File: config.mk
export PLATFORM = sky130hd
export DESIGN_NAME = seq_multiplier
export DESIGN_NICKNAME = d
export VERILOG_FILES = /design/src/rtl/mult_pkg.sv /design/src/rtl/seq_mult_ctrl.sv /design/src/rtl/seq_multiplier.sv
export SDC_FILE = /design/constraint.sdc
export NUM_CORES = 1
export LEC_CHECK = 0
export ABC_CLOCK_PERIOD_IN_PS = 2600
export CAP_MARGIN = 20
export CORE_MARGIN = 2
export CORE_UTILIZATION = 50
export DETAILED_ROUTE_END_ITERATION = 6
export HOLD_SLACK_MARGIN = 0.05
export PLACE_DENSITY = 0.73
export SYNTH_ARGS = -nofsm -noshare
export SYNTH_HDL_FRONTEND = slang
export SYNTH_HIERARCHICAL = 1
export SYNTH_SLANG_ARGS = --single-unit
File: constraint.sdc
create_clock -name clk -period 2.6 [get_ports clk]
set_input_delay 0.26 -clock clk [delete_from_list [all_inputs] [get_ports clk]]
set_output_delay 0.26 -clock clk [all_outputs]
set_load 0.05 [all_outputs]
File: src/rtl/mult_pkg.sv
// Shared types and helpers for the sequential shift-add multiplier.
package mult_pkg;

  typedef enum logic [1:0] {
    IDLE = 2'd0,
    RUN  = 2'd1,
    DONE = 2'd2
  } state_e;

  // Iteration counter must hold the value WIDTH itself.
  function automatic int cnt_width(input int width);
    return $clog2(width + 1);
  endfunction

endpackage

File: src/rtl/seq_mult_ctrl.sv
// Control FSM for seq_multiplier: sequencing, iteration counter, ready/done.
module seq_mult_ctrl
  import mult_pkg::*;
#(
  parameter int WIDTH = 8
) (
  input  logic clk,
  input  logic rst,
  input  logic i_start,
  output logic o_ready,
  output logic o_done,
  output logic o_load,
  output logic o_iter,
  output logic o_last
);

  localparam int CW = cnt_width(WIDTH);

  state_e          r_state;
  logic [CW-1:0]   r_cnt;
  logic            r_ready;
  logic            r_done;

  assign o_ready = r_ready;
  assign o_done  = r_done;
  assign o_load  = i_start & r_ready;
  assign o_iter  = (r_state == RUN);
  assign o_last  = o_iter & (r_cnt == CW'(1));

  // NOTE: all state and registered outputs update with <= so every branch
  // sees the pre-edge values, regardless of statement order.
  always_ff @(posedge clk or posedge rst) begin
    if (rst) begin
      r_state <= IDLE;
      r_cnt   <= '0;
      r_ready <= 1'b1;
      r_done  <= 1'b0;
    end else begin
      case (r_state)
        IDLE: begin
          if (i_start) begin
            r_state <= RUN;
            r_cnt   <= CW'(WIDTH);
            r_ready <= 1'b0;
          end
        end
        RUN: begin
          r_cnt <= r_cnt - CW'(1);
          if (r_cnt == CW'(1)) begin
            r_state <= DONE;
            r_done  <= 1'b1;
          end
        end
        DONE: begin
          r_state <= IDLE;
          r_done  <= 1'b0;
          r_ready <= 1'b1;
        end
        default: begin
          r_state <= IDLE;
          r_done  <= 1'b0;
          r_ready <= 1'b1;
        end
      endcase
    end
  end

endmodule

File: src/rtl/seq_multiplier.sv
// Sequential shift-add multiplier, unsigned or two's-complement per operation.
// Datapath here; sequencing lives in seq_mult_ctrl.
module seq_multiplier
  import mult_pkg::*;
#(
  parameter int WIDTH = 8
) (
  input  logic                 clk,
  input  logic                 rst,
  input  logic                 start,
  input  logic                 signed_mode,
  input  logic [WIDTH-1:0]     a,
  input  logic [WIDTH-1:0]     b,
  output logic                 ready,
  output logic                 done,
  output logic [2*WIDTH-1:0]   p
);

  logic               w_load;
  logic               w_iter;
  logic               w_last;
  logic [WIDTH-1:0]   w_a_mag;
  logic [WIDTH-1:0]   w_b_mag;
  logic [WIDTH:0]     w_addend;
  logic [WIDTH:0]     w_sum;
  logic [2*WIDTH-1:0] w_prod;

  logic [WIDTH-1:0]   r_mag_a;
  logic [WIDTH-1:0]   r_mul;
  logic [WIDTH:0]     r_acc;
  logic               r_neg;
  logic [2*WIDTH-1:0] r_p;

  seq_mult_ctrl #(.WIDTH(WIDTH)) u_ctrl (
    .clk     (clk),
    .rst     (rst),
    .i_start (start),
    .o_ready (ready),
    .o_done  (done),
    .o_load  (w_load),
    .o_iter  (w_iter),
    .o_last  (w_last)
  );

  // Negating the most-negative value wraps to 2^(WIDTH-1), which is exactly
  // the magnitude when read as unsigned.
  assign w_a_mag = (signed_mode & a[WIDTH-1]) ? -a : a;
  assign w_b_mag = (signed_mode & b[WIDTH-1]) ? -b : b;

  assign w_addend = r_mul[0] ? {1'b0, r_mag_a} : '0;
  assign w_sum    = r_acc + w_addend;
  // Product as it stands after this edge's add-and-shift.
  assign w_prod   = {w_sum, r_mul[WIDTH-1:1]};

  assign p = r_p;

  always_ff @(posedge clk or posedge rst) begin
    if (rst) begin
      r_mag_a <= '0;
      r_mul   <= '0;
      r_acc   <= '0;
      r_neg   <= 1'b0;
      r_p     <= '0;
    end else if (w_load) begin
      r_mag_a <= w_a_mag;
      r_mul   <= w_b_mag;
      r_acc   <= '0;
      r_neg   <= signed_mode & (a[WIDTH-1] ^ b[WIDTH-1]);
    end else if (w_iter) begin
      r_acc <= {1'b0, w_sum[WIDTH:1]};
      r_mul <= {w_sum[0], r_mul[WIDTH-1:1]};
      if (w_last) begin
        r_p <= r_neg ? -w_prod : w_prod;
      end
    end
  end

endmodule
==> flow_summary.ini, run 1 <==
[grt]
grt_pass1_vias = 2205
grt_usage_pct = 19.24
grt_first_pass_wirelength_um = 10210
overflow = 0
antenna_found_initial = 0
grt_start_max_net_pins = 43

[worst_setup_path]
worst-path-max-fanout = 5
startpoint_type = register
critPathSlowestCell = fa_2
cp.required_ps = 2840
critPathLaunch = r_mul[0]$_DFFE_PP0P_
crit_arrival_ps = 2760
cp-end-kind = register
r2r-start = r_mul[0]$_DFFE_PP0P_
critical_path.cell_chain = and2_1, ha_1, fa_2, a21o_1, a221oi_4, xnor2_4, a2111oi_4, a2111oi_1, nand3b_1
max_stage_delay_ps = 410
path_class = reg -> reg

[floorplan]
row_count = 28
die_y_um = 82.16
start_util_pct = 51.58
die_area_mm2 = 0.006749
io_pins = 38
die-width_um = 82.16
core_mm2 = 0.005921

[power_and_ir_drop]
pwr_density_cell_mw_per_mm2 = 1438
power_mw = 5.361
leakage_nw = 1.674
irDropWorstVdd_mv = 0.6816

[cells_and_area]
utilization_pct = 62.98
layout.nets = 399
drive_above_1_share_pct = 11.48
syn2layout_area_growth_pct = 22.08
n_antenna_cell = 0
instances_no_fill = 441

[logic_synthesis]
syn_inst = 322
synth_area_mm2 = 0.003054
ys_seq_area_share_pct = 40.19
synth_area_leader_cell = dfrtp_1
synth_flop_cell = dfrtp_1
yosys-top-cells-area = dfrtp_1 (39%), ha_1 (5.3%), mux2i_1 (5.2%)
syn_area_per_cell_um2 = 9.485
synth_edf_count = 0
async_flop_share_pct = 100.0
synth_cell_types = 58
yosysWarnings = 6
synth_top_area_share_pct = 39.33
synth.net_count = 356
yosys_register_bits = 49

[job]
maxCapViolCount = 0

[sta]
period_minus_slack_ps = 2522
setup_viol = 0
fmax_ghz = 0.3966
max_slew_margin_pct = 65.91
worst_hold_slack_ps = 244.3
finalWorstSetupSlack_ps = 78.45
tightestPinTransition_ps = 511.4
rsz0062_at_grt = yes
finalMaxSlewViolations = 0
skew_ps = 6.218
post-route-period-util_pct = 96.98
hold_viol_final = 0

[status]
outcome = complete, no violations

[place]
routabilityCongestion = 0.7758
dp_cells = 430
portBuffers = 37
pre_cts_ws_ps = -32.50
dp_hpwl_um = 4341

[cts]
clkSinkCount = 49
cts-root-buf = clkbuf_8
htreeDepth = 2
clock_latency_ps = 300
cts_hold_buf = 0
cts_tree = yes
cts_made_buffers = 5
clk_pin_slew_ps = 90
clockBufferDepth = 2

[routing]
firstDrtPassIters = 4
viasPerCell = 5.322
wl_um = 5884
drt-initial-drc-count = 113
ant_nets = 0
avgRoutedWirePerCell_um = 13.34
drc = 0
dr_total_vias = 2347

[worst_hold_path]
min_path_type = in -> async
## critical path: cells and delay by family, from the launching register on
family | cells | cell delay (ps)
AO/OA/AOI/OAI | 4 | 950
adder cells (fa/ha/maj) | 2 | 620
flip-flops | 1 | 400
AND/OR/NAND/NOR | 2 | 300
XOR/XNOR | 1 | 200
## layout by cell type, fill, tap and decap left out, types with 10 or more instances in the layout
master / netlist / layout
a21oi_1: 15 / 14
nor2_1: 32 / 32
mux2i_1: 16 / 16
clkdlybuf4s50_1: 0 / 37
inv_1: 16 / 16
o21ai_0: 17 / 17
and2_1: 10 / 10
nand2_1: 31 / 31
xor2_1: 16 / 16
dfrtp_1: 48 / 48
buf_4: 0 / 11
o21ai_1: 12 / 12
ha_1: 13 / 12
## synthesized netlist by cell type (all sizes together), types with 2 or more instances
master,n
o21ai,30
dfrtp,48
nor3,4
a2111oi,4
xnor2,9
a21oi,15
nor2,32
inv,17
xor2,16
nand3,6
o21a,2
o31ai,5
or3,2
and3,2
nor3b,3
mux2i,16
a211oi,6
a21o,6
clkbuf,10
o21bai,4
or4,3
and2,10
nor4b,2
buf,2
ha,13
nand2,31
nand4,2
nand2b,4
nand3b,2
## what timing repair did
| action | in CTS | in global routing |
|---|---|---|
| buffers inserted | 1 | 2 |
| setup endpoints to repair | 2 | 3 |
| hold endpoints to repair | 0 | 0 |
| pin swaps | 2 | 8 |
| resized for setup | 1 | 9 |
## cell families (layout without fill, tap and decap cells)
logic type	Yosys count	in the layout	share of synthesized area, %
adders and majority gates	14	14	5.981
xor gates and xnor gates	25	25	8.030
DFF	49	49	40.19
and+or+nand+nor	106	106	17.70
buffers and inverters	29	73	3.564
AOI/OAI and AO/OA	82	82	18.93
muxes	17	17	5.612
## worst paths after layout
check	to	slack [ps]	depth (start not counted)
setup / recovery	p[15]$_DFFE_PP0P_	80	9
hold / removal	u_ctrl/r_cnt[3]$_DFFE_PP0P_	240	2
setup reg to reg	p[15]$_DFFE_PP0P_	80	9
hold reg to reg	p[8]$_DFFE_PP0P_	480	2
max in group asynchronous	r_acc[3]$_DFFE_PP0P_	1840	3
min in group clk	p[8]$_DFFE_PP0P_	480	2
## sequential cells by signal, summed over array words and instances (netlist names)
name / cells
u_ctrl/o_done: 1
r_neg: 1
p: 16
r_mul: 8
r_mag_a: 8
r_acc: 8
u_ctrl/o_ready: 1
u_ctrl/r_state: 2
u_ctrl/r_cnt: 4
## routing by layer
metal	up-vias	GRT usage, %	routed length (um)
met5	-	0	0
met4	0	4.000	49
met3	5	2.935	197
met2	43	29.84	2697
met1	1085	28.64	2939
li1	1214	-	-
## cell type report
type | count | area (um2)
Inverter | 17 | 63.81
Multi-Input combinational cell | 244 | 1774
Fill cell | 501 | 2192
Sequential cell | 49 | 1227
Clock inverter | 1 | 30.03
Timing Repair Buffer | 48 | 452.9
Tap cell | 75 | 93.84
Clock buffer | 7 | 86.33
## where the power goes
group,internal [mW],switching (mW)
sequential,1.14,0.317
clock,0.314,0.255
combinational,1.43,1.91
## stage by stage
| stage | TNS (ps) | instance area [um2] |
|---|---|---|
| 3_5_place_dp | -32.50 | 3533 |
| 4_1_cts | 0 | 3660 |
| 2_1_floorplan | 0 | 3054 |
| 6_report | 0 | 3729 |
| 3_3_place_gp | 0 | 3533 |
| 5_1_grt | -46.30 | 3729 |
Power figures use the tool's default switching activity.
==> run 2: changes to the inputs <==
Settings changed: TNS_END_PERCENT set to 1.
==> flow_summary.ini, run 2 (synthesis results as in run 1) <==
[cts]
cts-root-buf = clkbuf_8
clkSinkCount = 49
clk_pin_slew_ps = 90
cts_made_buffers = 5
clockBufferDepth = 2
cts_tree = yes
clock_latency_ps = 300
cts_hold_buf = 0
htreeDepth = 2

[cells_and_area]
n_antenna_cell = 0
final_cell_area_mm2 = 0.003717
layout.nets = 399
nFillCells = 503
drive_above_1_share_pct = 11.20
largest_reg_flops = 16
mostFrequentLayoutCells = dfrtp_1 (48), clkdlybuf4s50_1 (37), nor2_1 (32), nand2_1 (31), o21ai_0 (17)
utilization_pct = 62.79
final_common_cell = dfrtp_1
syn2layout_area_growth_pct = 21.71

[grt]
grt-busiest-layer = met2
use_met2_pct = 29.84
antenna_found_initial = 0
overflow = 0
grt_usage_pct = 19.24
grt_start_max_net_pins = 43
grt_pass1_vias = 2205
use_met1_pct = 28.64
grt_first_pass_wirelength_um = 10210
grt_use_met3_pct = 2.935

[sta]
period_minus_slack_ps = 2519
post-route-period-util_pct = 96.87
setup_viol = 0
hold_viol_final = 0
max_slew_margin_pct = 65.97
finalMaxSlewViolations = 0
tightestPinTransition_ps = 510.5
skew_ps = 5.595
fmax_ghz = 0.3970
rsz0062_at_grt = yes

[power_and_ir_drop]
p_comb_share_pct = 62.0
netSwitchingPower_mw = 2.464
pwr_density_cell_mw_per_mm2 = 1437
sw_frac_of_total_pct = 46.13
irDropWorstVdd_mv = 0.6808
clkPwrFrac_pct = 10.6
leakage_nw = 1.676
internal_power_mw = 2.877
pwr-share-seq_pct = 27.3

[floorplan]
die_area_mm2 = 0.006749
row_count = 28
io_pins = 38
die-width_um = 82.16
start_util_pct = 51.58
core_mm2 = 0.005921
die_y_um = 82.16

[worst_setup_path]
startpoint_type = register
cp.required_ps = 2840
cp-end-kind = register
path_class = reg -> reg
crit_arrival_ps = 2760
worst-path-max-fanout = 5

[routing]
viasPerCell = 5.336
ant_nets = 0
dr_total_vias = 2353
wl_um = 5904
firstDrtPassIters = 4
drt-initial-drc-count = 100
avgRoutedWirePerCell_um = 13.39
drc = 0

[status]
outcome = complete, no violations

[job]
maxCapViolCount = 0

[place]
dp_hpwl_um = 4341
portBuffers = 37
routabilityCongestion = 0.7758
place_area_mm2 = 0.003533

[worst_hold_path]
min_path_type = in -> async
[run 2: changes by cell type in the layout (fill, tap and decap cells not counted)]
cell / previous run / this run
o21bai_1: 2 / 3
o21bai_2: 2 / 1
o21ai_4: 1 / 0
o21ai_2: 0 / 1
[run 2: power groups by stage]
stage                     Clock [mW]  Sequential (mW)  Combinational (mW)
final                          0.569             1.46                3.31
after global routing           0.604             1.52                3.67
after CTS                      0.580             1.46                3.16
after detailed placement           0             1.47                3.11
after global placement             0             1.45                3.05
after floorplan                    0             1.89                1.89
[run 2: worst paths after layout]
check | start | end | slack, ps | cells past startpoint
worst max-delay path | r_mul[0]$_DFFE_PP0P_ | p[15]$_DFFE_PP0P_ | 80 | 9
worst min-delay path | rst | u_ctrl/r_cnt[3]$_DFFE_PP0P_ | 240 | 2
worst max register to register | r_mul[0]$_DFFE_PP0P_ | p[15]$_DFFE_PP0P_ | 80 | 9
worst min register to register | p[8]$_DFFE_PP0P_ | p[8]$_DFFE_PP0P_ | 480 | 2
max in group asynchronous | rst | r_acc[3]$_DFFE_PP0P_ | 1840 | 3
min in group clk | p[8]$_DFFE_PP0P_ | p[8]$_DFFE_PP0P_ | 480 | 2
[run 2: layout make-up]
cell class | count | area (um2) | area share (%)
well taps | 75 | 93.84 | 2.524
clock inverters | 1 | 30.03 | 0.8078
inverters | 17 | 63.81 | 1.717
multi-input cells | 244 | 1763 | 47.43
clock buffers | 7 | 86.33 | 2.322
repair buffers | 48 | 452.9 | 12.18
flip-flops and latches | 49 | 1227 | 33.02
[run 2: through the flow]
step                      TNS [ps]  hold WS, ps  power [mW]  setup WS (ps)  cells
after global placement           0        461.0       4.499          5.244    430
after floorplan                  0        74.94       3.774          41.77    322
after detailed placement    -32.50        472.7       4.579         -32.50    430
final                            0        244.6       5.341          81.27    441
after global routing        -48.51        276.5       5.797         -28.56    441
after CTS                        0        255.5       5.200          10.76    439
[run 2: critical path, cell delays in order (launching register included)]
cell and delay, ps:
dfrtp_1 400, and2_1 140, ha_1 210, fa_2 410, a21o_1 210, a221oi_4 330, xnor2_4 200, a2111oi_4 60
a2111oi_1 350, nand3b_1 150
[run 2: layer usage]
layer / wire, um / part of all wire, %
met5: 0 / 0
met4: 50 / 0.85
met3: 211 / 3.6
met2: 2691 / 46
met1: 2950 / 50
[run 2: repair_timing]
action                                  CTS  global route
buffers inserted                          1             2
endpoints found under the setup margin    2             3
pin swaps                                 2             8
gates resized for setup                   1             7
==> run 3: changes to the inputs <==
Settings changed: SYNTH_HIERARCHICAL 1 to not set.
==> flow_summary.ini, run 3 <==
[worst_setup_path]
startpoint_type = register
critical_path.cell_chain = and2_1, ha_2, fa_2, or4_4, nor2_2, o2111ai_1, a211o_1, or4b_1, nand3_1
max_stage_delay_ps = 470
crit_arrival_ps = 3020
r2r_setup_slack_ps = -180
cp.required_ps = 2840
path_class = reg -> reg
r2r-start = r_mag_a[0]$_DFFE_PP0P_
critPathSlowestCell = or4b_1
critPathLaunch = r_mag_a[0]$_DFFE_PP0P_
cp-end-kind = register
timing.rr.end = p[15]$_DFFE_PP0P_
worst-path-max-fanout = 4
reg2reg_depth = 9

[logic_synthesis]
synth_area_leader_cell = dfrtp_1
synth_compound_area_share_pct = 18.76
synth_area_mm2 = 0.002968
syn_area_per_cell_um2 = 8.678
ys_seq_area_share_pct = 41.36
yosys-top-cells-count = nand2_1 (67), dfrtp_1 (48), o21ai_0 (28)
synthMuxAreaShare_pct = 1.433
synth_top_family_by_area = simple AND/OR/NAND/NOR gates
yosysMostFrequentCell = nand2_1
synth_fa_ha_area_share_pct = 6.155
yosys.area_share.xor_xnor_pct = 7.378
synth_cell_types = 46
yosysWarnings = 0
synth_flop_cell = dfrtp_1
yosys_register_bits = 49
syn_inst = 342
synth.net_count = 376
async_flop_share_pct = 100.0
synth_edf_count = 0
yosys-top-cells-area = dfrtp_1 (40%), nand2_1 (8.5%), ha_1 (5.5%)
synth_top_area_share_pct = 40.47
synth-simple-area-share_pct = 21.12

[cells_and_area]
n_antenna_cell = 0
instances_no_fill = 466
final_common_cell = nand2_1
syn2layout_area_growth_pct = 21.84
largest_reg_flops = 16
utilization_pct = 62.18
layout.nets = 424
drive_above_1_share_pct = 10.23
mostFrequentLayoutCells = nand2_1 (67), dfrtp_1 (48), clkdlybuf4s50_1 (37), o21ai_0 (28), nor2_1 (24)

[grt]
overflow = 0
grt_pass1_vias = 2420
grt_start_max_net_pins = 50
antenna_found_initial = 0
grt_first_pass_wirelength_um = 10820
grt_usage_pct = 21.20

[floorplan]
die_area_mm2 = 0.006568
die-width_um = 81.05
core_mm2 = 0.005816
row_count = 28
start_util_pct = 51.03
io_pins = 38
die_y_um = 81.05

[sta]
skew_ps = 9.285
setup_viol = 5
tns_ps = -551.8
period_minus_slack_ps = 2778
tightestPinTransition_ps = 670.2
hold_viol_final = 0
finalWorstSetupSlack_ps = -178.0
finalMaxSlewViolations = 0
post-route-period-util_pct = 106.8
rsz0062_at_grt = yes
max_slew_margin_pct = 55.32
fmax_ghz = 0.3600

[routing]
avgRoutedWirePerCell_um = 13.38
drc = 0
dr_total_vias = 2498
wl_um = 6235
ant_nets = 0
firstDrtPassIters = 5
viasPerCell = 5.361
drt-initial-drc-count = 131

[worst_hold_path]
min_path_type = in -> async

[place]
routabilityCongestion = 0.8376
dp_cells = 458
dp_hpwl_um = 4763
pre_cts_ws_ps = -174.1
portBuffers = 37

[cts]
clk_pin_slew_ps = 90
clock_latency_ps = 310
cts_tree = yes
clockBufferDepth = 2
cts-root-buf = clkbuf_8
cts_hold_buf = 0
cts_made_buffers = 5
clkSinkCount = 49
htreeDepth = 2

[power_and_ir_drop]
pwr_density_cell_mw_per_mm2 = 1264
irDropWorstVdd_mv = 0.6200
leakage_nw = 1.641

[status]
outcome = finished, violations left
failed_checks = negative setup slack

[job]
maxCapViolCount = 0
-- run 3: layer usage --
layer,up-vias,global-route usage (%),routed length [um],share of wire [%]
met3,13,3.333,200,3.2
met5,-,0,0,0
met4,0,8.814,143,2.3
met2,45,36.53,3004,48
li1,1282,-,-,-
met1,1158,26.42,2887,46
-- run 3: what timing repair did --
action	4_1_cts	5_1_grt
endpoints found under the setup margin	5	5
buffers inserted	0	0
pin swaps	0	0
hold endpoints to repair	0	0
gates resized for setup	0	2
-- run 3: worst max path at each step --
stage,endpoint,slack (ps),cells after the start
floorplan,p[15]$_DFFE_PP0P_,-110,9
global placement,p[15]$_DFFE_PP0P_,-110,9
detailed placement,p[15]$_DFFE_PP0P_,-170,9
CTS,p[15]$_DFFE_PP0P_,-190,9
global route,p[15]$_DFFE_PP0P_,-300,9
finish,p[15]$_DFFE_PP0P_,-180,9
-- run 3: area by class of cell --
cell class | instances | area [um2]
clock buffers | 6 | 72.57
clock inverters | 2 | 16.27
fillers | 531 | 2200
inverters | 14 | 52.55
multi-input cells | 265 | 1648
flip-flops and latches | 49 | 1227
well taps | 75 | 93.84
repair buffers | 55 | 505.5
-- run 3: through the flow --
stage / power [mW] / area (um2) / hold WS (ps)
finish: 4.571 / 3616 / 423.2
global route: 4.978 / 3616 / 503.2
CTS: 4.594 / 3606 / 443.0
detailed placement: 4.131 / 3517 / 456.3
global placement: 4.055 / 3517 / 453.0
floorplan: 3.316 / 2978 / 388.0
-- run 3: cell families (layout without fill, tap and decap cells) --
| group | count (synthesis) | after routing |
|---|---|---|
| muxes | 4 | 4 |
| buffers and inverters | 28 | 77 |
| AOI/OAI and AO/OA | 86 | 86 |
| and+or+nand+nor | 136 | 136 |
| DFF | 49 | 49 |
| xor gates and xnor gates | 25 | 25 |
| adders and majority gates | 14 | 14 |
-- run 3: report_power, final --
group          switching (mW)  internal (mW)  total [mW]
Sequential              0.294           1.12        1.42
Clock                   0.257          0.192       0.449
Combinational            1.58           1.12        2.70
-- run 3: worst max-delay path: cells and delay by family (launching register included) --
family / cells / cell delay [ps]
AOI/OAI and AO/OA: 2 / 450
adders and majority gates: 2 / 640
DFF: 1 / 380
and+or+nand+nor: 5 / 1250
